==> src/rtl/fwd_pipe_ctrl_pkg.sv <==
// Shared types and constants for the EX-stage forwarding controller.
package fwd_pkg;

  localparam int XLEN       = 32;
  localparam int REG_ADDR_W = 5;

  // mux3_1 select codes: in_1 = regfile, in_2 = MEM data, in_3 = WB data
  localparam logic [1:0] FWD_SEL_RF  = 2'b00;
  localparam logic [1:0] FWD_SEL_MEM = 2'b01;
  localparam logic [1:0] FWD_SEL_WB  = 2'b10;

  // Result slot carried through MEM and WB
  typedef struct packed {
    logic [REG_ADDR_W-1:0] rd;
    logic                  we;
    logic [XLEN-1:0]       data;
  } slot_t;

  // EX slot: sources are needed for forwarding, the data is not yet known
  typedef struct packed {
    logic [REG_ADDR_W-1:0] rs1;
    logic [REG_ADDR_W-1:0] rs2;
    logic [REG_ADDR_W-1:0] rd;
    logic                  we;
  } ex_slot_t;

  localparam slot_t    SLOT_BUBBLE = '{rd: {REG_ADDR_W{1'b0}}, we: 1'b0, data: {XLEN{1'b0}}};
  localparam ex_slot_t EX_BUBBLE   = '{rs1: {REG_ADDR_W{1'b0}}, rs2: {REG_ADDR_W{1'b0}},
                                       rd: {REG_ADDR_W{1'b0}}, we: 1'b0};

endpackage

==> src/rtl/fwd_pipe_ctrl_if.sv <==
// Pipeline-side bundle of the forwarding controller: ID/EX inputs, mux selects and result slots.
interface fwd_pipe_ctrl_if;
  import fwd_pkg::*;

  logic                  stall;
  logic                  flush;
  logic                  id_valid;
  logic [REG_ADDR_W-1:0] id_rs1;
  logic [REG_ADDR_W-1:0] id_rs2;
  logic [REG_ADDR_W-1:0] id_rd;
  logic                  id_we;
  logic [XLEN-1:0]       ex_result;
  logic [1:0]            sel_a;
  logic [1:0]            sel_b;
  logic [XLEN-1:0]       mem_data;
  logic [XLEN-1:0]       wb_data;
  logic [REG_ADDR_W-1:0] wb_rd;
  logic                  wb_we;

  // Pipeline datapath side
  modport master (
    output stall, flush, id_valid, id_rs1, id_rs2, id_rd, id_we, ex_result,
    input  sel_a, sel_b, mem_data, wb_data, wb_rd, wb_we
  );

  // Forwarding controller side
  modport slave (
    input  stall, flush, id_valid, id_rs1, id_rs2, id_rd, id_we, ex_result,
    output sel_a, sel_b, mem_data, wb_data, wb_rd, wb_we
  );

endinterface

==> src/rtl/fwd_pipe_ctrl_sel_cmp.sv <==
// Per-operand forwarding compare: youngest matching producer wins, x0 is never forwarded.
module fwd_sel_cmp
  import fwd_pkg::*;
(
  input  logic [REG_ADDR_W-1:0] s_i,
  input  logic [REG_ADDR_W-1:0] mem_rd_i,
  input  logic                  mem_we_i,
  input  logic [REG_ADDR_W-1:0] wb_rd_i,
  input  logic                  wb_we_i,
  output logic [1:0]            sel_o
);

  logic s_nonzero_s;
  assign s_nonzero_s = (s_i != {REG_ADDR_W{1'b0}});

  // Priority compare: MEM producer before WB producer, otherwise regfile
  always_comb begin
    sel_o = FWD_SEL_RF;
    if (s_nonzero_s && mem_we_i && (mem_rd_i == s_i)) begin
      sel_o = FWD_SEL_MEM;
    end else if (s_nonzero_s && wb_we_i && (wb_rd_i == s_i)) begin
      sel_o = FWD_SEL_WB;
    end else begin
      sel_o = FWD_SEL_RF;
    end
  end

endmodule

==> src/rtl/fwd_pipe_ctrl.sv <==
// EX-stage forwarding controller: EX/MEM/WB slot registers and registered mux3_1 selects.
// Selects are computed from the post-edge slot contents so they line up with the EX occupant.
module fwd_pipe_ctrl
  import fwd_pkg::*;
(
  input  logic            clk,
  input  logic            rst_n,
  fwd_pipe_ctrl_if.slave  bus
);

  ex_slot_t   ex_q,  ex_d;
  slot_t      mem_q, mem_d;
  slot_t      wb_q,  wb_d;
  logic [1:0] sel_a_q, sel_a_d;
  logic [1:0] sel_b_q, sel_b_d;

  // Slot next-state: flush bubbles EX (its occupant still retires), stall holds EX and bubbles MEM
  always_comb begin
    ex_d  = ex_q;
    mem_d = SLOT_BUBBLE;
    wb_d  = mem_q;
    if (bus.flush) begin
      ex_d  = EX_BUBBLE;
      mem_d = '{rd: ex_q.rd, we: ex_q.we, data: bus.ex_result};
    end else if (bus.stall) begin
      ex_d  = ex_q;
      mem_d = SLOT_BUBBLE;
    end else begin
      ex_d.rs1 = bus.id_rs1;
      ex_d.rs2 = bus.id_rs2;
      ex_d.rd  = bus.id_rd;
      ex_d.we  = bus.id_valid & bus.id_we;
      mem_d    = '{rd: ex_q.rd, we: ex_q.we, data: bus.ex_result};
    end
  end

  fwd_sel_cmp u_cmp_a (
    .s_i      (ex_d.rs1),
    .mem_rd_i (mem_d.rd),
    .mem_we_i (mem_d.we),
    .wb_rd_i  (wb_d.rd),
    .wb_we_i  (wb_d.we),
    .sel_o    (sel_a_d)
  );

  fwd_sel_cmp u_cmp_b (
    .s_i      (ex_d.rs2),
    .mem_rd_i (mem_d.rd),
    .mem_we_i (mem_d.we),
    .wb_rd_i  (wb_d.rd),
    .wb_we_i  (wb_d.we),
    .sel_o    (sel_b_d)
  );

  // Slot and select registers, cleared immediately by reset so no partial writeback survives
  always_ff @(posedge clk or negedge rst_n) begin
    if (!rst_n) begin
      ex_q    <= EX_BUBBLE;
      mem_q   <= SLOT_BUBBLE;
      wb_q    <= SLOT_BUBBLE;
      sel_a_q <= FWD_SEL_RF;
      sel_b_q <= FWD_SEL_RF;
    end else begin
      ex_q    <= ex_d;
      mem_q   <= mem_d;
      wb_q    <= wb_d;
      sel_a_q <= sel_a_d;
      sel_b_q <= sel_b_d;
    end
  end

  assign bus.sel_a    = sel_a_q;
  assign bus.sel_b    = sel_b_q;
  assign bus.mem_data = mem_q.data;
  assign bus.wb_data  = wb_q.data;
  assign bus.wb_rd    = wb_q.rd;
  assign bus.wb_we    = wb_q.we;

endmodule
==> src/flat_wrapper.sv <==
// flat-port wrapper written by rule: the top's interface ports become plain ports
module fwd_pipe_ctrl_flat import fwd_pkg::*;
  (clk, rst_n, bus_stall, bus_flush, bus_id_valid, bus_id_rs1, bus_id_rs2, bus_id_rd, bus_id_we, bus_ex_result, bus_sel_a, bus_sel_b, bus_mem_data, bus_wb_data, bus_wb_rd, bus_wb_we);
  fwd_pipe_ctrl_if bus_i ();
  input  logic clk;
  input  logic rst_n;
  input wire logic [$bits(bus_i.stall)-1:0] bus_stall;
  input wire logic [$bits(bus_i.flush)-1:0] bus_flush;
  input wire logic [$bits(bus_i.id_valid)-1:0] bus_id_valid;
  input wire logic [$bits(bus_i.id_rs1)-1:0] bus_id_rs1;
  input wire logic [$bits(bus_i.id_rs2)-1:0] bus_id_rs2;
  input wire logic [$bits(bus_i.id_rd)-1:0] bus_id_rd;
  input wire logic [$bits(bus_i.id_we)-1:0] bus_id_we;
  input wire logic [$bits(bus_i.ex_result)-1:0] bus_ex_result;
  output wire logic [$bits(bus_i.sel_a)-1:0] bus_sel_a;
  output wire logic [$bits(bus_i.sel_b)-1:0] bus_sel_b;
  output wire logic [$bits(bus_i.mem_data)-1:0] bus_mem_data;
  output wire logic [$bits(bus_i.wb_data)-1:0] bus_wb_data;
  output wire logic [$bits(bus_i.wb_rd)-1:0] bus_wb_rd;
  output wire logic [$bits(bus_i.wb_we)-1:0] bus_wb_we;
  assign bus_i.stall = bus_stall;
  assign bus_i.flush = bus_flush;
  assign bus_i.id_valid = bus_id_valid;
  assign bus_i.id_rs1 = bus_id_rs1;
  assign bus_i.id_rs2 = bus_id_rs2;
  assign bus_i.id_rd = bus_id_rd;
  assign bus_i.id_we = bus_id_we;
  assign bus_i.ex_result = bus_ex_result;
  assign bus_sel_a = bus_i.sel_a;
  assign bus_sel_b = bus_i.sel_b;
  assign bus_mem_data = bus_i.mem_data;
  assign bus_wb_data = bus_i.wb_data;
  assign bus_wb_rd = bus_i.wb_rd;
  assign bus_wb_we = bus_i.wb_we;
  fwd_pipe_ctrl u_core (.clk(clk), .rst_n(rst_n), .bus(bus_i));
endmodule
==> config.mk <==
export PLATFORM = sky130hd
export DESIGN_NAME = fwd_pipe_ctrl_flat
export DESIGN_NICKNAME = d
export VERILOG_FILES = /design/src/rtl/fwd_pipe_ctrl_pkg.sv /design/src/rtl/fwd_pipe_ctrl_if.sv /design/src/rtl/fwd_pipe_ctrl_sel_cmp.sv /design/src/rtl/fwd_pipe_ctrl.sv /design/src/flat_wrapper.sv
export SDC_FILE = /design/constraint.sdc
export NUM_CORES = 1
export LEC_CHECK = 0
export BUFFER_PORTS_ARGS = -buffer_cell sky130_fd_sc_hd__buf_2
export CORE_AREA = 2 2 102 124
export CTS_CLUSTER_SIZE = 24
export DETAILED_ROUTE_END_ITERATION = 6
export DIE_AREA = 0 0 104 126
export GPL_TIMING_DRIVEN = 1
export HOLD_SLACK_MARGIN = 0.12
export SLEW_MARGIN = 20
export SYNTH_ARGS = -nofsm -noshare
export SYNTH_HDL_FRONTEND = slang
export SYNTH_SLANG_ARGS = --single-unit
==> constraint.sdc <==
create_clock -name clk -period 4.2 [get_ports clk]
set_input_delay 0.63 -clock clk [delete_from_list [all_inputs] [get_ports clk]]
set_output_delay 0.63 -clock clk [all_outputs]
set_load 0.1 [all_outputs]
After elaboration in Yosys (flattened, before gate mapping)

Index checks and enable logic that the tools add are counted.

Eq/ne operators: 5
Multiplexer cells: 8
Bitwise operators: 1
Reduce and logical (&&, ||, !) cells: 10

Operators with widths:

| operator             | number |
|---|---|
| $mux W38             | 2 |
| $mux W16             | 2 |
| $eq A5 B5 Y1         | 4 |
| $reduce_bool A5 Y1   | 2 |
| $logic_and A1 B1 Y1  | 8 |
| $mux W2              | 4 |
| $ne A2 B1 Y1 const B | 1 |
| $and A1 B1 Y1        | 1 |

Register bits after elaboration: 96
Bits of input ports: 53
Output and inout bits: 74

Longest topological paths before layout

Depth in word-level cells: 8
Depth in mapped cells: 7

Hierarchy

From an unflattened synthesis, not the netlist that was laid out.

Cell total of the unflattened synthesis: 244
Area total of the unflattened synthesis: 3509.6 µm²

Modules (own cells, without submodules):

| module        | instances | cells an instance | area each (µm²) | seq. area each (µm²) |
|---|---|---|---|---|
| fwd_pipe_ctrl | 1         | 208               | 3231.8          | 2402.3 |
| fwd_sel_cmp   | 2         | 18                | 138.9           | 0.0 |

Worst setup path before layout

No wires, ideal clock.

Path kind: input to register
Start point: input port bus_id_rs1[1]
End point: register u_core.sel_a_q[1], in the netlist u_core.bus.sel_a[1]
Data arrival time: 1776 ps
Data required time: 4079 ps
Slack: 2303 ps
Cell stages on the path: 5
Cells stage by stage: inv_1 -> a222oi_1 -> o22ai_1 -> or4_4 -> and4b_1

Longest elaborated chain between the ends: 7
Elaborated cells on any way between the ends: 11
Those cells by class: 2 x eq/ne; 4 x mux; 5 x reduce/logical

RTL lines:

| element                           | RTL line                    | RTL |
|---|---|---|
| from (decl)                       | flat_wrapper.sv:10          | `input wire logic [$bits(bus_i.id_rs1)-1:0] bus_id_rs1;` |
| $mux W16 (*)                      | fwd_pipe_ctrl.sv:25         | `end else if (bus.stall) begin` |
| $mux W16 (*)                      | fwd_pipe_ctrl.sv:22         | `if (bus.flush) begin` |
| $reduce_bool A5 Y1                | fwd_pipe_ctrl_sel_cmp.sv:14 | `assign s_nonzero_s = (s_i != {REG_ADDR_W{1'b0}});` |
| $logic_and A1 B1 Y1 (2 in series) | fwd_pipe_ctrl_sel_cmp.sv:21 | `end else if (s_nonzero_s && wb_we_i && (wb_rd_i == s_i)) begin` |
| $mux W2                           | fwd_pipe_ctrl_sel_cmp.sv:21 |  |
| $mux W2 (*)                       | fwd_pipe_ctrl_sel_cmp.sv:19 | `if (s_nonzero_s && mem_we_i && (mem_rd_i == s_i)) begin` |
| via u_core.sel_a_d[1]             | fwd_pipe_ctrl.sv:14         | `logic [1:0] sel_a_q, sel_a_d;` |
| to (signal assigned)              | fwd_pipe_ctrl.sv:67         | `sel_a_q <= sel_a_d;` |
| to (decl)                         | fwd_pipe_ctrl.sv:14         |  |

Mark *: on every way through the listed nets, which the timed path passes. The rest lies on a longest branch. The select of a mux whose other input is x is not followed.
A chain may end at the register's enable or synchronous reset.

Final worst setup path

Start point: input port bus_stall
End point: register u_core.sel_a_q[1], in the netlist u_core.bus.sel_a[1]

Longest elaborated chain between the ends: 7
Elaborated cells on any way between the ends: 13
Those cells by class: 2 x eq/ne; 6 x mux; 5 x reduce/logical

RTL lines:

| element                           | RTL line                    | RTL |
|---|---|---|
| from (decl)                       | flat_wrapper.sv:7           | `input wire logic [$bits(bus_i.stall)-1:0] bus_stall;` |
| $mux W16                          | fwd_pipe_ctrl.sv:25         |  |
| $mux W16                          | fwd_pipe_ctrl.sv:22         |  |
| $reduce_bool A5 Y1                | fwd_pipe_ctrl_sel_cmp.sv:14 |  |
| $logic_and A1 B1 Y1 (2 in series) | fwd_pipe_ctrl_sel_cmp.sv:21 |  |
| $mux W2                           | fwd_pipe_ctrl_sel_cmp.sv:21 |  |
| $mux W2 (*)                       | fwd_pipe_ctrl_sel_cmp.sv:19 |  |
| via u_core.sel_a_d[1]             | fwd_pipe_ctrl.sv:14         |  |

Marks and branches as above.

==> impl_metrics.env <==
export IMPL_setup_violations=0
export IMPL_synth_area_mm2=0.003612
export IMPL_cts_tree="built"
export IMPL_avgSynthCellArea_um2=12.76
export IMPL_grt_max_degree=66
export IMPL_postCtsResizedCells=0
export IMPL_critical_path_peak_fanout=39
export IMPL_fin_crit_sh_pct=54.32
export IMPL_pwr_share_clk_pct=34.1
export IMPL_area_growth_pct=23.10
export IMPL_viasPerCell=4.200
export IMPL_most_common_layout_cells="buf_2 (125), dfrtp_1 (96), and2_1 (39), nor2_1 (25), mux2i_1 (14)"
export IMPL_ant_nets=0
export IMPL_drt_first_iter_violations=39
export IMPL_vias=2293
export IMPL_timing_hold_ws_ns=0.3686
export IMPL_critical_path_class="primary input to register"
export IMPL_grt_pass1_wl_mm=11.85
export IMPL_irDropWorstVdd_v=0.0001685
export IMPL_die_area_mm2=0.01310
export IMPL_core_rowCount=44
export IMPL_slew_violations=0
export IMPL_io_pins=127
export IMPL_grt_pass1_vias=2334
export IMPL_reg2reg_depth=4
export IMPL_fin_worst_skew_ns=0.006818
export IMPL_syn_nets=336
export IMPL_worst_setup_path_end_kind="register"
export IMPL_io_buffers=126
export IMPL_first_pass_iters=4
export IMPL_synth_seq_area_share_pct=66.51
export IMPL_layout_drive_gt1_share_pct=38.44
export IMPL_antenna_found_initial=0
export IMPL_relSlewSlack_pct=48.20
export IMPL_final_common_cell="buf_2"
export IMPL_tns_ns=0
export IMPL_antenna_cells=0
export IMPL_drv_cap=0
export IMPL_power_frac_comb_pct=21.5
export IMPL_max_clock_freq_mhz=438.3
export IMPL_hold_violations=0
export IMPL_cts_hold_buffers=0
export IMPL_hp_class="primary input to asynchronous set/reset pin"
export IMPL_synth_cell_types=38
export IMPL_reg2reg_setup_slack_ns=2.41
export IMPL_fp_dieW_um=104
export IMPL_cts_max_level=3
export IMPL_p_int_mw=1.475
export IMPL_cts_root_buf="clkbuf_16"
export IMPL_grt_usage_pct=11.51
export IMPL_crit_required_ns=4.42
export IMPL_gp_congestion=0.7332
export IMPL_fin_ws_ns=1.919
export IMPL_hpwlAfterDp_mm=5.272
export IMPL_pre_cts_ws_ns=1.561
export IMPL_sequentialPowerShare_pct=44.3
export IMPL_finalPower_mw=2.265
export IMPL_p_switching_uw=790.3
export IMPL_fin_util_pct=37.39
export IMPL_clk_pin_slew_ns=0.07
export IMPL_yosys_most_used_dff="dfrtp_1"
export IMPL_finalNetCount=433
export IMPL_tightest_slew_ns=0.7770
export IMPL_clock_path_buffers=2
export IMPL_synth_edf_count=0
export IMPL_cts_sinks=96
export IMPL_async_flop_share_pct=100.0
export IMPL_ys_ff_latch=96
export IMPL_slowest_delay_ns=0.50
export IMPL_ys_warn_count=0
export IMPL_cp_arrival_ns=2.50
export IMPL_path_cells="buf_2 -> nand2b_1 -> buf_4 -> o311a_1 -> or4_4 -> and4b_1"
export IMPL_rsz0062_at_grt="false"
export IMPL_p_sw_share_pct=34.89
export IMPL_drc=0
export IMPL_leakage_nw=2.305
export IMPL_die_h_um=126
export IMPL_slowest_stage="buf_2"
export IMPL_wl_mm=7.200
export IMPL_insertion_delay_ns=0.34
export IMPL_cts_made_buffers=9
export IMPL_gr_total_overflow=0
export IMPL_wl_per_cell_um=13.19
export IMPL_core_area_mm2=0.01189
export IMPL_syn_instance_count=283
export IMPL_post_cts_setup_buffer_count=0
export IMPL_period_needed_ns=2.281
export IMPL_power_density_mw_per_mm2=509.4
export IMPL_start_util_pct=30.38
export IMPL_startpoint_type="primary input"
export IMPL_status="finished clean"
==> final cells by class <==
class	instances	area (µm²)
clock buffer	9	225.2
clock inverter	7	62.56
fill	1197	7445
inverter	9	33.78
multi-input combinational	136	873.3
sequential	96	2402
tap	161	201.4
timing repair buffer	128	648.1
==> routing by layer <==
metal / track usage (%) / wire length, µm / vias up / share of wire, %
met4: 5.723 / 125 / 0 / 1.7
met2: 18.85 / 3563 / 86 / 49
met3: 2.277 / 370 / 9 / 5.1
li1: - / - / 1089 / -
met1: 14.59 / 3141 / 1109 / 44
met5: 0 / 0 / - / 0
==> critical path, delay by kind of cell <==
family                 cells  cell delay (ns)
AND/OR/NAND/NOR            3             0.79
AO/OA/AOI/OAI              1             0.32
buffers and inverters      2             0.75
==> registers in the layout (all words and copies together) (netlist names) <==
register,flops
u_core.ex_q,16
u_core.bus.sel_a,2
u_core.bus.wb_rd,5
u_core.bus.wb_data,32
u_core.bus.mem_data,32
u_core.bus.sel_b,2
u_core.mem_q,6
u_core.bus.wb_we,1
==> power groups by stage <==
stage / clock (mW) / sequential, mW / combinational (mW)
6_report: 0.773 / 1.00 / 0.488
5_1_grt: 0.835 / 1.01 / 0.511
4_1_cts: 0.802 / 1.01 / 0.492
3_5_place_dp: 0 / 1.02 / 0.491
3_3_place_gp: 0 / 1.02 / 0.489
2_1_floorplan: 0 / 1.18 / 0.251
==> cell usage after synthesis, types with 3 or more instances <==
cell / count / area [µm²]
nand2_1: 8 / 30.03
clkbuf_1: 5 / 18.77
a21oi_1: 4 / 20.02
dfrtp_1: 96 / 2402
xor2_1: 6 / 52.55
buf_6: 3 / 33.78
nor3_1: 6 / 30.03
or4_1: 3 / 22.52
nand2b_1: 3 / 18.77
buf_4: 32 / 240.2
mux2i_1: 14 / 140.1
and2_1: 39 / 244.0
nor2_1: 25 / 93.84
inv_1: 9 / 33.78
==> cells by family (layout without fill, tap and decap cells) <==
logic type                after synthesis  in the layout  share of synthesized area [%]
and+or+nand+nor                        93             93                          14.13
muxes                                  15             15                          4.191
xor gates and xnor gates                8              8                          1.940
AOI/OAI and AO/OA                      20             20                          3.914
DFF                                    96             96                          66.50
buffers and inverters                  51            153                          9.318
==> final timing paths <==
kind	startpoint	endpoint
worst max-delay path	bus_stall	u_core.bus.sel_a[1]$_DFF_PN0_
worst min-delay path	rst_n	u_core.bus.wb_data[26]$_DFF_PN0_
worst max register to register	u_core.ex_q[5]$_DFFE_PN0P_	u_core.bus.sel_a[1]$_DFF_PN0_
worst min register to register	u_core.bus.mem_data[14]$_DFF_PN0_	u_core.bus.wb_data[14]$_DFF_PN0_
max in group asynchronous	rst_n	u_core.bus.wb_we$_DFF_PN0_
min in group clk	u_core.bus.mem_data[14]$_DFF_PN0_	u_core.bus.wb_data[14]$_DFF_PN0_
==> through the flow <==
| stage | instance area (µm²) | std cells |
|---|---|---|
| 2_1_floorplan | 3612 | 283 |
| 3_3_place_gp | 4159 | 530 |
| 3_5_place_dp | 4159 | 530 |
| 4_1_cts | 4447 | 546 |
| 5_1_grt | 4447 | 546 |
| 6_report | 4447 | 546 |
Note: power is estimated with default switching activity, not from simulation.
